`config.mk`:
```
export PLATFORM = sky130hd
export DESIGN_NAME = instr_fetch_flat
export DESIGN_NICKNAME = d
export VERILOG_FILES = /design/src/rtl/instr_fetch_if.sv /design/src/rtl/instr_fetch.sv /design/src/flat_wrapper.sv
export SDC_FILE = /design/constraint.sdc
export NUM_CORES = 1
export LEC_CHECK = 0
export CAP_MARGIN = 20
export CORE_MARGIN = 8
export CORE_UTILIZATION = 42
export DETAILED_ROUTE_END_ITERATION = 8
export GPL_ROUTABILITY_DRIVEN = 1
export HOLD_SLACK_MARGIN = 0.12
export PLACE_DENSITY_LB_ADDON = 0.12
export SLEW_MARGIN = 20
export SYNTH_ARGS = -nofsm -noshare
export SYNTH_HDL_FRONTEND = slang
export SYNTH_SLANG_ARGS = --single-unit
```
`constraint.sdc`:
```
create_clock -name clk -period 2.9 [get_ports clk]
set_input_delay 0.87 -clock clk [delete_from_list [all_inputs] [get_ports clk]]
set_output_delay 0.87 -clock clk [all_outputs]
set_load 0.1 [all_outputs]
```
`src/rtl/instr_fetch_if.sv`:
```
// Fetch-unit bus: instruction-memory req/ack channel plus the decoder-facing
// instruction, retire and next-PC control signals.
interface instr_fetch_if;
  logic [31:0] imem_addr;
  logic        imem_req;
  logic        imem_ack;
  logic [31:0] imem_rdata;
  logic [31:0] instr;
  logic        instr_valid;
  logic        instr_ack;
  logic [2:0]  pc_control;
  logic        alu_zero;
  logic [31:0] jr_target;
  logic [31:0] pc;
  logic [31:0] pc_plus4;
  logic        fault;

  modport master (
    output imem_addr, imem_req, instr, instr_valid, pc, pc_plus4, fault,
    input  imem_ack, imem_rdata, instr_ack, pc_control, alu_zero, jr_target
  );

  modport slave (
    input  imem_addr, imem_req, instr, instr_valid, pc, pc_plus4, fault,
    output imem_ack, imem_rdata, instr_ack, pc_control, alu_zero, jr_target
  );
endinterface

```
`src/rtl/instr_fetch.sv`:
```
// MIPS instruction fetch unit: fetches the word at pc, holds it for the decoder
// until retired, then resolves the next PC (seq/beq/bne/j/jr) or faults.
module instr_fetch #(
  parameter logic [31:0] RESET_PC    = 32'h0000_0000,
  parameter int unsigned MEM_TIMEOUT = 16
) (
  input  logic          clk,
  input  logic          rst,
  instr_fetch_if.master bus
);

  localparam int unsigned CNT_W = $clog2(MEM_TIMEOUT + 1);
  localparam logic [CNT_W-1:0] CNT_LAST = CNT_W'(MEM_TIMEOUT - 1);

  typedef enum logic [1:0] {
    S_FETCH,
    S_ISSUE,
    S_HALT
  } state_e;

  state_e           state_q, state_d;
  logic [31:0]      pc_q, pc_d;
  logic [31:0]      instr_q, instr_d;
  logic             req_q, req_d;
  logic             valid_q, valid_d;
  logic             fault_q, fault_d;
  logic [CNT_W-1:0] cnt_q, cnt_d;

  logic [31:0] pc_p4;
  logic [31:0] br_target;
  logic [31:0] npc;
  logic        npc_bad;

  assign pc_p4     = pc_q + 32'd4;
  assign br_target = pc_p4 + {{14{instr_q[15]}}, instr_q[15:0], 2'b00};

  // NOTE: every signal written in an always_comb gets a default first, so no
  // path through the case statements can leave it unassigned and infer a latch.
  always_comb begin
    npc     = pc_p4;
    npc_bad = 1'b0;
    case (bus.pc_control)
      3'b000:  npc = pc_p4;
      3'b001:  npc = bus.alu_zero ? br_target : pc_p4;
      3'b010:  npc = bus.alu_zero ? pc_p4 : br_target;
      3'b011:  npc = {pc_p4[31:28], instr_q[25:0], 2'b00};
      3'b100:  npc = bus.jr_target;
      default: npc_bad = 1'b1;
    endcase
    if (npc[1:0] != 2'b00) npc_bad = 1'b1;
  end

  always_comb begin
    state_d = state_q;
    pc_d    = pc_q;
    instr_d = instr_q;
    req_d   = req_q;
    valid_d = valid_q;
    fault_d = fault_q;
    cnt_d   = cnt_q;
    case (state_q)
      S_FETCH: begin
        // The request rises one cycle after reset; an ack only counts while it is up.
        if (!req_q) begin
          req_d = 1'b1;
        end else if (bus.imem_ack) begin
          instr_d = bus.imem_rdata;
          valid_d = 1'b1;
          req_d   = 1'b0;
          cnt_d   = '0;
          state_d = S_ISSUE;
        end else if (cnt_q == CNT_LAST) begin
          fault_d = 1'b1;
          req_d   = 1'b0;
          state_d = S_HALT;
        end else begin
          cnt_d = cnt_q + 1'b1;
        end
      end
      S_ISSUE: begin
        if (bus.instr_ack) begin
          valid_d = 1'b0;
          if (npc_bad) begin
            fault_d = 1'b1;
            state_d = S_HALT;
          end else begin
            pc_d    = npc;
            req_d   = 1'b1;
            state_d = S_FETCH;
          end
        end
      end
      S_HALT: begin
        req_d   = 1'b0;
        valid_d = 1'b0;
      end
      default: state_d = S_HALT;
    endcase
  end

  // NOTE: sequential state uses non-blocking assignments so every register
  // samples its next value from the same pre-edge snapshot.
  always_ff @(posedge clk) begin
    if (rst) begin
      state_q <= S_FETCH;
      pc_q    <= RESET_PC;
      instr_q <= '0;
      req_q   <= 1'b0;
      valid_q <= 1'b0;
      fault_q <= 1'b0;
      cnt_q   <= '0;
    end else begin
      state_q <= state_d;
      pc_q    <= pc_d;
      instr_q <= instr_d;
      req_q   <= req_d;
      valid_q <= valid_d;
      fault_q <= fault_d;
      cnt_q   <= cnt_d;
    end
  end

  assign bus.imem_addr   = pc_q;
  assign bus.imem_req    = req_q;
  assign bus.instr       = instr_q;
  assign bus.instr_valid = valid_q;
  assign bus.pc          = pc_q;
  assign bus.pc_plus4    = pc_p4;
  assign bus.fault       = fault_q;

endmodule

```
`src/flat_wrapper.sv`:
```
// flat-port wrapper written by rule: the top's interface ports become plain ports
module instr_fetch_flat 
#(
  parameter logic [31:0] RESET_PC    = 32'h0000_0000,
  parameter int unsigned MEM_TIMEOUT = 16
)
  (clk, rst, bus_imem_addr, bus_imem_req, bus_instr, bus_instr_valid, bus_pc, bus_pc_plus4, bus_fault, bus_imem_ack, bus_imem_rdata, bus_instr_ack, bus_pc_control, bus_alu_zero, bus_jr_target);
  instr_fetch_if bus_i ();
  input  logic clk;
  input  logic rst;
  output wire logic [$bits(bus_i.imem_addr)-1:0] bus_imem_addr;
  output wire logic [$bits(bus_i.imem_req)-1:0] bus_imem_req;
  output wire logic [$bits(bus_i.instr)-1:0] bus_instr;
  output wire logic [$bits(bus_i.instr_valid)-1:0] bus_instr_valid;
  output wire logic [$bits(bus_i.pc)-1:0] bus_pc;
  output wire logic [$bits(bus_i.pc_plus4)-1:0] bus_pc_plus4;
  output wire logic [$bits(bus_i.fault)-1:0] bus_fault;
  input wire logic [$bits(bus_i.imem_ack)-1:0] bus_imem_ack;
  input wire logic [$bits(bus_i.imem_rdata)-1:0] bus_imem_rdata;
  input wire logic [$bits(bus_i.instr_ack)-1:0] bus_instr_ack;
  input wire logic [$bits(bus_i.pc_control)-1:0] bus_pc_control;
  input wire logic [$bits(bus_i.alu_zero)-1:0] bus_alu_zero;
  input wire logic [$bits(bus_i.jr_target)-1:0] bus_jr_target;
  assign bus_imem_addr = bus_i.imem_addr;
  assign bus_imem_req = bus_i.imem_req;
  assign bus_instr = bus_i.instr;
  assign bus_instr_valid = bus_i.instr_valid;
  assign bus_pc = bus_i.pc;
  assign bus_pc_plus4 = bus_i.pc_plus4;
  assign bus_fault = bus_i.fault;
  assign bus_i.imem_ack = bus_imem_ack;
  assign bus_i.imem_rdata = bus_imem_rdata;
  assign bus_i.instr_ack = bus_instr_ack;
  assign bus_i.pc_control = bus_pc_control;
  assign bus_i.alu_zero = bus_alu_zero;
  assign bus_i.jr_target = bus_jr_target;
  instr_fetch #(.RESET_PC(RESET_PC), .MEM_TIMEOUT(MEM_TIMEOUT)) u_core (.clk(clk), .rst(rst), .bus(bus_i));
endmodule
```
==> flow_metrics.tcl, run 1 <==
set metrics [dict create \
    cts_tree "yes" \
    die_y_um 135 \
    dr_total_vias 7677 \
    synthTopCellsByArea "dfxtp_1, ha_1, nand2_1, a21oi_1, xnor2_1" \
    fin_worst_skew_ns 0.00823 \
    drv_slew 0 \
    pwr-share-comb_pct 56.9 \
    fp.dieW_um 135 \
    pre_cts_slack_ns -0.438 \
    postSynth.asyncResetShare_pct 0 \
    yosys_warnings 0 \
    path_clk_slew_ns 0.06 \
    synth-edff-count 0 \
    grt_pass1_vias 7848 \
    clk_latency_ns 0.35 \
    ys_ff_latch 74 \
    diodes 0 \
    cts_hold_buf 0 \
    slew_headroom_pct 59.9 \
    ys_types 76 \
    hold_slack_ns 0.459 \
    min_period_ns 3.20 \
    synth_top_area_cell "dfxtp_1" \
    drv_cap 0 \
    ant_nets 0 \
    drc 0 \
    nets 1231 \
    setup_viol 28 \
    swShare_pct 49.4 \
    power.density_mw_per_mm2 510 \
    cts_buffers 9 \
    syn_inst 774 \
    start_util_pct 43.0 \
    grt_usage_pct 27.9 \
    synth-compound-area-share_pct 26.3 \
    cp_max_fo 5 \
    syn_avg_cell_area_um2 7.68 \
    ys_seq_area_share_pct 24.9 \
    die_area_mm2 0.0182 \
    yosys.area_share.simple_pct 23.8 \
    synth_top_area_share_pct 24.9 \
    ctsHtreeMaxLevel 3 \
    hp-class "register to register" \
    core_mm2 0.0138 \
    place_congestion 0.909 \
    synth_ff_type "dfxtp_1" \
    internal-power_uw 2890 \
    drtPass1Iterations 6 \
    drive_gt1_share_pct 48.2 \
    hold_violations 0 \
    area_growth_pct 88.9 \
    antenna_found_initial 0 \
    synth_adder_area_share_pct 8.97 \
    n_fill_cell 879 \
    setup_slack_ns -0.302 \
    wl_per_cell_um 20.7 \
    num_io_pins 203 \
    overflow 0 \
    grt_pass1_wl_um 41000 \
    finalCritPeriodShare_pct 110 \
    pwr-share-seq_pct 22.5 \
    grt_max_degree 38 \
    multi_input_area_mm2 0.00529 \
    required_ns 3.15 \
    drt_iter0_drc 672 \
    place_hpwl_um 20100 \
    num_rows 43 \
    cp-end-kind "register" \
    power.switching_uw 2830 \
    muxShareOfSynthArea_pct 0.168 \
    pwr-share-clk_pct 20.6 \
    synth_top_family_by_area "compound AO/OA/AOI/OAI gates" \
    synthesis.nets 888 \
    leakagePower_uw 0.00486 \
    cp-start-kind "register" \
    clkSinkCount 74 \
    regArea_mm2 0.00158 \
    max_slew.worst_pin.slew_ns 0.601 \
    viasPerCell 5.90 \
    critPathKind "register to register" \
    clockBufferDepth 2 \
    rsz0062_at_grt "true" \
    peakVddDrop_mv 0.524 \
    fmax_ghz 0.312 \
    syn-cell-area_mm2 0.00594 \
    violations "setup timing" \
    status "finished, violations left" \
    cts_root_buffer "clkbuf_16" \
    cp.arrival_ns 3.46 \
    portBuffers 202 \
    wirelength_um 26900 \
    synth-xor-area-share_pct 7.22 \
]
## final timing paths
kind	endpoint	from	cells past startpoint	slack (ns)
setup / recovery	u_core.bus.imem_addr[24]$_SDFFE_PP0P_	u_core.bus.imem_addr[10]$_SDFFE_PP0P_	13	-0.30
setup reg to reg	u_core.bus.imem_addr[24]$_SDFFE_PP0P_	u_core.bus.imem_addr[10]$_SDFFE_PP0P_	13	-0.30
hold / removal	u_core.bus.instr[28]$_SDFFE_PP0P_	u_core.bus.instr[28]$_SDFFE_PP0P_	2	0.46
hold reg to reg	u_core.bus.instr[28]$_SDFFE_PP0P_	u_core.bus.instr[28]$_SDFFE_PP0P_	2	0.46
## power by group through the flow
| stage | clock (uW) | combinational (uW) | sequential, uW |
|---|---|---|---|
| after global routing | 1230 | 3410 | 1300 |
| final | 1180 | 3260 | 1290 |
| after global placement | 0 | 3050 | 1290 |
| after floorplan | 0 | 1320 | 2100 |
| after detailed placement | 0 | 3100 | 1300 |
| after CTS | 1180 | 3160 | 1280 |
## worst max-delay path: stages, from the launching register on
cell,delay [ns]
dfxtp_4,0.34
and4_4,0.22
and2_4,0.17
and3_1,0.24
nand3_2,0.15
xnor2_4,0.15
ha_1,0.37
and2_1,0.21
and3_1,0.26
nand4_1,0.21
a211oi_4,0.25
nor3_1,0.10
o31a_1,0.30
nor4_2,0.13
## cells by family (layout without fill, tap and decap cells)
family                   count (synthesis)  after routing
AO/OA/AOI/OAI                          223            223
XOR/XNOR                                49             49
adder cells (fa/ha/maj)                 42             42
buffers and inverters                   92            440
flip-flops                              74             74
multiplexers                             1              1
AND/OR/NAND/NOR                        293            293
## metrics by stage
stage          utilization, %  setup TNS [ns]  total power, uW  cell area, um^2  cells
2_1_floorplan               -          -16.71             3420             6790    774
3_3_place_gp             72.5           -6.14             4340            10000   1260
3_5_place_dp             72.5           -7.00             4400            10000   1260
4_1_cts                  77.9           -3.20             5620            10800   1291
5_1_grt                  81.2           -6.64             5940            11200   1302
6_report                 81.2           -3.95             5720            11200   1302
## cell usage after synthesis (all sizes together), types with 7 or more instances
| cell type | instances |
|---|---|
| xor2 | 11 |
| ha | 41 |
| a21oi | 79 |
| a311oi | 10 |
| nor3 | 23 |
| a21o | 15 |
| nand4 | 10 |
| dfxtp | 74 |
| o21bai | 8 |
| nor2b | 7 |
| nand3 | 26 |
| nand2 | 114 |
| and3 | 15 |
| inv | 18 |
| a222oi | 11 |
| o211ai | 7 |
| and2 | 7 |
| clkbuf | 29 |
| nor2 | 65 |
| a211oi | 10 |
| a221o | 12 |
| a221oi | 12 |
| o21ai | 20 |
| xnor2 | 38 |
| buf | 45 |
## final cells by class
type	count	area share [%]
multi-input combinational	608	47.2
clock inverter	4	0.279
clock buffer	12	2.49
sequential	74	14.1
tap	180	2.01
inverter	18	0.624
timing repair buffer	406	33.3
## flip-flops by register name, indices dropped and copies added, names as in the netlist
signal,flops
u_core.bus.fault,1
u_core.bus.imem_addr,32
u_core.bus.imem_req,1
u_core.bus.instr,32
u_core.bus.instr_valid,1
u_core.cnt_q,5
u_core.state_q,2
## timing repair
action                     in CTS  in global routing
setup endpoints to repair      32                 39
setup buffers                  17                 14
gates resized for setup        71                 72
pin swaps                      40                 55
## placed cells by master (no fill, tap or decap), types with 10 or more instances in the layout
cell type,Yosys,routed
xnor2_4,0,23
a21o_1,14,14
a222oi_1,11,11
dfxtp_1,74,46
and3_1,13,10
buf_4,34,276
clkdlybuf4s50_1,0,70
clkbuf_16,0,11
nand3_1,24,16
dfxtp_4,0,26
ha_1,41,21
nand2_1,114,105
xnor2_1,38,12
a21oi_1,78,61
ha_4,0,18
buf_6,2,25
o21ai_0,18,10
a21oi_2,1,15
inv_1,18,16
nor3_1,22,19
a221o_1,12,12
nor2_1,64,55
buf_12,0,34
## per-layer routing
metal	share of wire (%)	wire (um)	GRT usage [%]	vias to the layer above
met4	2.7	739	10.4	0
met3	8.7	2350	7.10	75
met2	49	13200	46.8	407
met5	0	0	0	-
li1	-	-	-	3501
met1	40	10700	33.6	3694
Power figures use the tool's default switching activity.
==> run 2: changes to the inputs <==
Settings changed: GPL_ROUTABILITY_DRIVEN 1 to 0, GPL_TIMING_DRIVEN set to 0.
==> flow_metrics.tcl, run 2 (synthesized netlist as in run 1, its figures left out) <==
set metrics [dict create \
    crit_family "simple AND/OR/NAND/NOR gates" \
    critPathKind "register to register" \
    clockBufferDepth 2 \
    cp_max_fo 6 \
    path_clk_slew_ns 0.07 \
    violations "setup timing" \
    dr_total_vias 7488 \
    grt_pass1_wl_um 39300 \
    min_period_ns 3.38 \
    cp-end-kind "register" \
    fp.dieW_um 135 \
    multi_input_area_mm2 0.00538 \
    drive_gt1_share_pct 38.1 \
    internal-power_uw 2790 \
    rsz0062_at_grt "true" \
    drv_slew 0 \
    slew_headroom_pct 32.4 \
    portBuffers 202 \
    num_rows 43 \
    pwr-share-comb_pct 55.3 \
    pre_cts_slack_ns -1.00 \
    ant_nets 0 \
    setup_slack_ns -0.475 \
    drc 0 \
    nets 1199 \
    status "finished, violations left" \
    cp-start-kind "register" \
    pwr-share-clk_pct 21.4 \
    wl_per_cell_um 21.4 \
    hold_depth 2 \
    power_uw 5620 \
    drt_iter0_drc 823 \
    fin_worst_skew_ns 0.00725 \
    worst_path_largest_cell_delay_ns 0.44 \
    regArea_mm2 0.00158 \
    cts_hold_buf 0 \
    overflow 0 \
    drtPass1Iterations 8 \
    fmax_ghz 0.296 \
    diodes 0 \
    final_common_cell "buf_4" \
    die_area_mm2 0.0182 \
    pwr-share-seq_pct 23.3 \
    max_slew.worst_pin.slew_ns 1.02 \
    most-common-layout-cells "buf_4, clkdlybuf4s50_1, nand2_1" \
    critPathBufInv 2 \
    core_mm2 0.0138 \
    drv_cap 0 \
    required_ns 3.18 \
    cp_cell_sequence "and4_4 > buf_8 > and3_4 > buf_12 > nand3_4 > xnor2_4 > ha_4 > nand2_2 > a2111oi_4 > o21ai_2 > a21oi_2 > a41oi_2 > or4_1 > o211ai_1" \
    wirelength_um 27200 \
    num_io_pins 203 \
    cts_root_buffer "clkbuf_16" \
    cts_buffers 9 \
    power.switching_uw 2830 \
    finalCritPeriodShare_pct 116 \
    grt_usage_pct 27.3 \
    grt_max_degree 20 \
    hp-class "register to register" \
    antenna_found_initial 0 \
    ctsHtreeMaxLevel 3 \
    hold_violations 0 \
    peakVddDrop_mv 0.544 \
    die_y_um 135 \
    area_growth_pct 86.5 \
    dp_cells 1156 \
    cp.arrival_ns 3.65 \
    start_util_pct 43.0 \
    grt_pass1_vias 7173 \
    utilization_pct 80.1 \
    r2r_slack_ns -0.48 \
    n_fill_cell 882 \
    setup_viol 34 \
    ff2ff_path_depth 14 \
    cp_num_cells 14 \
    clkSinkCount 74 \
    place_hpwl_um 18400 \
    critPathSlowestCell "or4_1" \
    cts_tree "yes" \
    leakagePower_uw 0.00472 \
    clk_latency_ns 0.35 \
    viasPerCell 5.90 \
    final_cell_count_no_fill 1270 \
    power.density_mw_per_mm2 508 \
    swShare_pct 50.3 \
]
==> run 2: changes by cell type in the layout (fill, tap and decap cells not counted), moves of 5 or more <==
cell	previous run	this run
clkbuf_1	1	13
a21oi_4	3	8
dlymetal6s2s_1	0	13
buf_12	34	19
clkbuf_2	0	9
nand2_2	5	10
dlygate4sd2_1	0	24
buf_4	276	129
nand2_1	105	99
clkdlybuf4s50_1	70	119
a21oi_2	15	10
buf_8	0	6
==> run 2: path summary, 6_finish.rpt <==
check / startpoint / to
worst min-delay path: u_core.bus.instr[29]$_SDFFE_PP0P_ / u_core.bus.instr[29]$_SDFFE_PP0P_
worst min register to register: u_core.bus.instr[29]$_SDFFE_PP0P_ / u_core.bus.instr[29]$_SDFFE_PP0P_
worst max register to register: u_core.bus.imem_addr[5]$_SDFFE_PP0P_ / u_core.bus.imem_addr[30]$_SDFFE_PP0P_
worst max-delay path: u_core.bus.imem_addr[5]$_SDFFE_PP0P_ / u_core.bus.imem_addr[30]$_SDFFE_PP0P_
==> run 2: layer usage <==
metal,wire (um),share of wire [%],vias to the layer above,GRT usage [%]
li1,-,-,3447,-
met1,10300,38,3573,32.5
met2,13200,49,407,45.0
met3,2930,11,61,8.54
met4,723,2.7,0,10.2
met5,0,0,-,0
==> run 2: final cells by class <==
type                    count  share of cell area (%)
plain buffers              72                    4.51
clock buffers               9                    2.03
clock inverters             7                   0.768
inverters                  18                   0.632
multi-input cells         608                    48.5
flip-flops and latches     74                    14.3
well taps                 180                    2.03
repair buffers            302                    27.2
==> run 2: what timing repair did <==
| action | CTS | global route |
|---|---|---|
| buffers inserted | 65 | 38 |
| setup endpoints to repair | 74 | 59 |
| pin swaps | 50 | 65 |
| gates resized for setup | 327 | 136 |
==> run 2: power by group through the flow <==
stage	clock (uW)	combinational (uW)	sequential, uW
floorplan	0	1320	2100
global placement	0	2740	1370
detailed placement	0	2760	1370
CTS	1200	2950	1300
global route	1260	3250	1330
finish	1200	3110	1310
==> run 2: through the flow <==
| step | setup TNS, ns | instance area (um^2) | hold WS [ns] |
|---|---|---|---|
| final | -6.74 | 11100 | 0.459 |
| after global routing | -9.38 | 11100 | 0.486 |
| after CTS | -4.83 | 10200 | 0.460 |
| after detailed placement | -38.61 | 9030 | 0.449 |
| after global placement | -37.26 | 9030 | 0.442 |
| after floorplan | -16.71 | 6790 | 0.457 |
==> run 2: worst register-to-register path: stages (launching register included) <==
cell and delay (ns):
dfxtp_4 0.36, and4_4 0.22, buf_8 0.13, and3_4 0.21, buf_12 0.11, nand3_4 0.09
xnor2_4 0.20, ha_4 0.34, nand2_2 0.12, a2111oi_4 0.43, o21ai_2 0.16, a21oi_2 0.21
a41oi_2 0.17, or4_1 0.44, o211ai_1 0.11
